===== src/rtl/activity_led_scheduler.sv =====
// Shares one activity LED between four event sources; source i blinks i+1 pulses.
// Define ACTIVITY_LED_FIXED_PRIORITY_EN for fixed priority (source 0 highest) instead of round-robin.
module activity_led_scheduler #(
   parameter int TIMER_BITS = 20
) (
   input  logic       clk,
   input  logic       reset,
   input  logic [3:0] events,
   output logic       led,
   output logic       busy,
   output logic [1:0] active_src,
   output logic [3:0] pending
);

   typedef enum logic [1:0] {
      IDLE,
      ON,
      OFF,
      GAP
   } state_t;

   localparam logic [TIMER_BITS:0] PHASE_END = {1'b0, {TIMER_BITS{1'b1}}};
   localparam logic [TIMER_BITS:0] GAP_END   = {(TIMER_BITS + 1){1'b1}};
   localparam logic [TIMER_BITS:0] TIMER_ONE = (TIMER_BITS + 1)'(1);

   state_t              state;
   state_t              state_d;
   logic [3:0]          sync1;
   logic [3:0]          sync2;
   logic [3:0]          sync3;
   logic [3:0]          edges;
   logic [3:0]          clr;
   logic [TIMER_BITS:0] timer;
   logic [TIMER_BITS:0] timer_d;
   logic [1:0]          blink_left;
   logic [1:0]          blink_d;
   logic [1:0]          src_d;
   logic [1:0]          grant_idx;
   logic                led_d;
   logic                take;

   assign edges = sync2 & ~sync3;

   // Event input path: two-flop synchronizer plus one flop for edge detect
   always_ff @(posedge clk or posedge reset) begin
      if (reset) begin
         sync1 <= '0;
         sync2 <= '0;
         sync3 <= '0;
      end else begin
         sync1 <= events;
         sync2 <= sync1;
         sync3 <= sync2;
      end
   end

   // A new edge on the grant cycle wins over the clear, so it replays later
   always_ff @(posedge clk or posedge reset) begin
      if (reset) begin
         pending <= '0;
      end else begin
         pending <= (pending & ~clr) | edges;
      end
   end

`ifdef ACTIVITY_LED_FIXED_PRIORITY_EN
   always_comb begin
      grant_idx = 2'd0;
      for (int k = 3; k >= 0; k--) begin
         if (pending[k]) begin
            grant_idx = 2'(k);
         end
      end
   end
`else
   logic [1:0] last_grant;
   logic [1:0] cand;

   // Smallest offset from last_grant wins; offset 4 revisits last_grant itself
   always_comb begin
      grant_idx = last_grant;
      cand      = last_grant;
      for (int k = 4; k >= 1; k--) begin
         cand = last_grant + 2'(k);
         if (pending[cand]) begin
            grant_idx = cand;
         end
      end
   end

   always_ff @(posedge clk or posedge reset) begin
      if (reset) begin
         last_grant <= 2'd3;
      end else if (take) begin
         last_grant <= grant_idx;
      end
   end
`endif

   always_ff @(posedge clk or posedge reset) begin
      if (reset) begin
         state <= IDLE;
      end else begin
         state <= state_d;
      end
   end

   always_comb begin
      state_d = state;
      timer_d = timer + TIMER_ONE;
      blink_d = blink_left;
      src_d   = active_src;
      led_d   = led;
      clr     = '0;
      take    = 1'b0;
      unique case (state)
         IDLE: begin
            timer_d = timer;
            if (|pending) begin
               take           = 1'b1;
               clr[grant_idx] = 1'b1;
               src_d          = grant_idx;
               blink_d        = grant_idx;
               timer_d        = '0;
               led_d          = 1'b1;
               state_d        = ON;
            end
         end
         ON: begin
            if (timer == PHASE_END) begin
               timer_d = '0;
               led_d   = 1'b0;
               if (blink_left == 2'd0) begin
                  state_d = GAP;
               end else begin
                  blink_d = blink_left - 2'd1;
                  state_d = OFF;
               end
            end
         end
         OFF: begin
            if (timer == PHASE_END) begin
               timer_d = '0;
               led_d   = 1'b1;
               state_d = ON;
            end
         end
         GAP: begin
            if (timer == GAP_END) begin
               timer_d = '0;
               state_d = IDLE;
            end
         end
      endcase
   end

   always_ff @(posedge clk or posedge reset) begin
      if (reset) begin
         timer      <= '0;
         blink_left <= '0;
         active_src <= '0;
         led        <= 1'b0;
         busy       <= 1'b0;
      end else begin
         timer      <= timer_d;
         blink_left <= blink_d;
         active_src <= src_d;
         led        <= led_d;
         busy       <= (state_d != IDLE);
      end
   end

endmodule


===== config.mk =====
export PLATFORM = sky130hd
export DESIGN_NAME = activity_led_scheduler
export DESIGN_NICKNAME = d
export VERILOG_FILES = /design/src/rtl/activity_led_scheduler.sv
export SDC_FILE = /design/constraint.sdc
export NUM_CORES = 1
export LEC_CHECK = 0
export ABC_AREA = 1
export CELL_PAD_IN_SITES_DETAIL_PLACEMENT = 0
export CELL_PAD_IN_SITES_GLOBAL_PLACEMENT = 1
export CORE_MARGIN = 2
export CORE_UTILIZATION = 30
export DETAILED_ROUTE_END_ITERATION = 8
export GPL_TIMING_DRIVEN = 0
export PLACE_DENSITY = 0.62
export SYNTH_ARGS = -nofsm -noshare
export SYNTH_HDL_FRONTEND = slang
export SYNTH_SLANG_ARGS = --single-unit

===== constraint.sdc =====
create_clock -name clk -period 2.2 [get_ports clk]
set_input_delay 0.44 -clock clk [delete_from_list [all_inputs] [get_ports clk]]
set_output_delay 0.44 -clock clk [all_outputs]
set_load 0.02 [all_outputs]

== Yosys cells after proc, flatten, opt, wreduce, memory -nomap -nowiden ==
Index checks and enable logic that the tools add are counted.
Word-level totals
  word-level logic and storage cells: 79
  register bits: 47
  output and inout port bits: 8
  bits of input ports: 6
Operators by class
  add/subtract/negate cells: 5
  muxes and demuxes: 33
  bitwise operators: 5
  reductions and logical operators: 11
  $lt $le $gt $ge: 5
  equal/unequal tests: 9
Operators with widths (number)
  21-bit two-way mux: 3
  21-bit one-hot mux with 3 select lines: 1
  21-bit by 1-bit adder with 21-bit output, second input constant: 1
  21-bit by 20-bit == test with 1-bit output, second input constant: 1
  21-bit == test, second input constant: 1
  2-bit two-way mux: 10
  2-bit by 3-bit < comparator with 1-bit output, second input constant: 4
  1-bit two-way mux: 10
  4-bit bitwise AND: 2
  4-bit two-way mux: 2
  2-bit inequality test, second input constant: 4
  4-bit inverter: 2
  2-bit one-hot mux with 4 select lines: 1
  4-bit AND reduction: 2
  1-bit binary-select mux with 2-bit select: 3
  2-bit adder, second input constant: 2
  2-bit == test, second input constant: 2
  2-bit logical NOT: 2
  4-bit OR: 1
  2-bit one-hot mux with 2 select lines: 1
  2-bit nonzero test: 2
  4-bit OR reduction: 1
  1-bit one-hot mux with 3 select lines: 1
  3-bit nonzero test: 1
  8 further kinds: 8

== Depth between registers and ports, before layout ==
  word-level depth: 15
  mapped depth: 15

== Worst setup path before layout ==
Ideal clock, no wire load.
  path kind: reg2reg
  start point: reg state[1]
  end point: reg busy
  arrival time: 1.642 ns
  slack: 0.434 ns
  stages on the path, launching flop included: 11
  clock period less this slack: 1.766 ns
  cell sequence: dfrtp_1 inv_1 ha_1 inv_1 nor2_4 clkinv_1 clkbuf_1 nor2_1 inv_1 nand2_1 nand2_1
Between the ends
  longest elaborated chain between the ends: 3
Ends and longest elaborated chain
  start: declaration: RTL line 26  | state_t state;
  start signal: assignment: RTL line 104  | state <= state_d;
  2-bit == test (tied with other cells): RTL line 116  | unique case (state)
  2-bit one-hot mux with 4 select lines *: RTL line 116
  2-bit nonzero test *: RTL line 169  | busy <= (state_d != IDLE);
  end signal: assignment: RTL line 169
  end: declaration: RTL line 10  | output logic busy,
Every way passes the cells marked *; elsewhere a longest branch is shown, timed or not.
A chain may end at the register's enable or synchronous reset.

== Worst setup path in the final report ==
  start point: reg state[1]
  end point: reg timer[9]
Between the ends
  longest elaborated chain between the ends: 3
Ends and longest elaborated chain
  2-bit == test or 2-bit by 1-bit == test with 1-bit output (tied branches): RTL line 116
  2-bit OR reduction (no source line)
  21-bit one-hot mux with 3 select lines: RTL line 116
  end signal: assignment: RTL line 165  | timer <= timer_d;
  end: declaration: RTL line 33  | logic [TIMER_BITS:0] timer;
Several ways; a longest one is shown, not always the timed one.

==> flow_summary.toml <==
[detailed_routing]
viasPerCell = 4.44
ant_nets = 0
drc = 0
drt_iter0_markers = 90
drt-total-wl_um = 5500
routedWlPerCell_um = 11.7
vias = 2077
drt_pass1_iterations = 4

[global_routing]
met3_usage_pct = 2.75
grt_pass1_wl_um = 9940
grt_pass1_vias = 2084
busiest_layer = "met2"
overflow = 0
grt_max_degree = 37
grt_util_met1_pct = 17.8
grtUsageMet2_pct = 20.2
grt_antenna_before_repair = 0
grt.total_usage_pct = 12.9

[cts]
cts_hold_buf = 0
clkTransAtPathRegs_ns = 0.10
htree_levels = 2
cts_tree = "built"
clockRootBuffer = "clkbuf_8"
clock_latency_ns = 0.30
cts_buffer_depth = 2
cts_buffers = 5
cts_setup_buffers = 0
cts_sinks = 47

[placement]
portBuffers = 13
place_ws_ns = -0.236
place_area_um2 = 2860
place_congestion = 0.744
place_hpwl_um = 4040
dp.cells = 460

[finish]
multi_input_area_um2 = 1210
layout.area.seq_um2 = 1180
design_area_um2 = 2980
stdcell_count = 468
syn_to_final_growth_pct = 15.6
nNetsFinal = 376
fillers = 895
drive_above_1_share_pct = 10.2
post-route-util_pct = 36.0
antenna_cells = 0

[timing]
rsz0062_at_grt = "no"
maxSlewViolCount = 0
fin_crit_sh_pct = 90.7
finalSetupViolations = 0
clock_skew_ns = 0.0108
slew_headroom_pct = 73.0
whs_ns = 0.353
hold_viol = 0
fmax_mhz = 501
fin_crit_ns = 2.00
setup_ws_ns = 0.205
tightest_slew_ns = 0.403
setup_tns_ns = 0

[synthesis]
async_flop_share_pct = 100
synthFlopType = "dfrtp_1"
synth_cell_types = 29
synthTopCellsByCount = "nand2_1 (111), dfrtp_1 (45), nor2_1 (45), inv_1 (43), nand3_1 (19)"
yosysMostFrequentCell = "nand2_1"
ys_seq_area_share_pct = 45.6
yosysWarningCount = 0
syn_nets = 355
synth-edff-count = 0
ys_ff_latch = 47
synth_area_leaders = "dfrtp_1 (44%), nand2_1 (16%), nor2_1 (6.5%)"
syn_area_um2 = 2580
synth_cells = 341
yosysTopAreaCell = "dfrtp_1"
synth_top_area_share_pct = 43.6
syn_area_per_cell_um2 = 7.57

[worst_setup_path]
worstSetupPathType = "reg2reg"
startpoint_type = "flop"
reg2reg_to = "timer[9]"
rr_startpoint = "state[1]"
arrival_ns = 2.19
cp_max_fo = 10
startpoint = "state[1]"
cp-end-kind = "flop"
r2r_cells = 9
ff2ff_setup_slack_ns = 0.20
crit_required_ns = 2.39

[floorplan]
core-area_um2 = 8300
die_w_um = 96.8
start_util_pct = 31.1
ios = 14
die_area_um2 = 9370
fp-row-count = 33
die_y_um = 96.8

[min_path]
hold_end = "sync2[1]"
hold_path.class = "reg2reg"
min-delay-start = "sync1[1]"
hold_depth = 0

[power]
power.density_nw_per_um2 = 1040
power_leakage_nw = 1.41
peakVddDrop_mv = 0.277
finalPower_mw = 3.09

[run]
maxCapViolCount = 0

[status]
status = "complete, no violations"
-- layout make-up --
cell class,count,share of cell area (%)
sequential,47,39.5
clock buffer,5,2.31
tap,105,4.40
inverter,46,5.87
clock inverter,3,1.47
buffer,5,1.01
timing repair buffer,14,5.03
multi-input combinational,243,40.4
-- registers in the layout, summed over array words and instances, names as in the netlist --
register / count
led: 1
state: 2
timer: 21
sync3: 4
active_src: 2
sync1: 4
blink_left: 2
busy: 1
last_grant: 2
sync2: 4
pending: 4
-- per-layer routing --
metal  share of wire, %  routed length [µm]  up-vias
li1                   -                   -     1101
met1                 52                2860      953
met2                 44                2440       16
met3                2.0                 112        7
met4                1.6                  87        0
met5                  0                   0        -
-- how the worst max path moves through the flow --
stage	to	depth (start not counted)
3_3_place_gp	busy	2
4_1_cts	timer[9]	9
2_1_floorplan	busy	10
6_report	timer[9]	9
5_1_grt	busy	9
3_5_place_dp	busy	10
-- cell usage in the layout, fill, tap and decap left out, types with 3 or more instances in the layout --
cell type	netlist	final
a21oi_1	4	4
clkbuf_8	0	5
clkdlybuf4s50_1	0	13
dfrtp_1	45	45
ha_1	8	8
inv_1	43	42
inv_2	2	3
nand2_1	111	111
nand3_1	19	19
nand4_1	10	10
nor2_1	45	44
nor2_2	9	10
nor3_1	4	4
o21ai_0	11	11
xnor2_1	4	4
xor2_1	5	5
-- power by group --
group          total, mW  internal [mW]  leakage, nW  switching, mW
sequential          1.13           1.02        0.590          0.111
combinational       1.32          0.474        0.765          0.846
clock              0.646          0.339       0.0581          0.308
-- critical path, stage by stage, from the launching register on --
cell	delay [ns]
dfrtp_1	0.47
inv_1	0.18
ha_1	0.19
inv_1	0.11
nor2_4	0.25
clkbuf_2	0.29
nor2_1	0.11
nand2_1	0.08
xor2_1	0.14
nor2_1	0.06
-- timing repair --
item | 4_1_cts | 5_1_grt
setup endpoints to repair | 12 | 16
resized for setup | 2 | 5
cloned | 0 | 0
-- logic make-up after synthesis --
kind of cell               Yosys count  share of synthesized area, %
and+or+nand+nor                    203                          34.1
AOI/OAI and AO/OA                   23                          5.62
buffers and inverters               51                          7.75
xor gates and xnor gates             9                          3.05
DFF                                 47                          45.6
adders and majority gates            8                          3.88
Power figures use the tool's default switching activity.
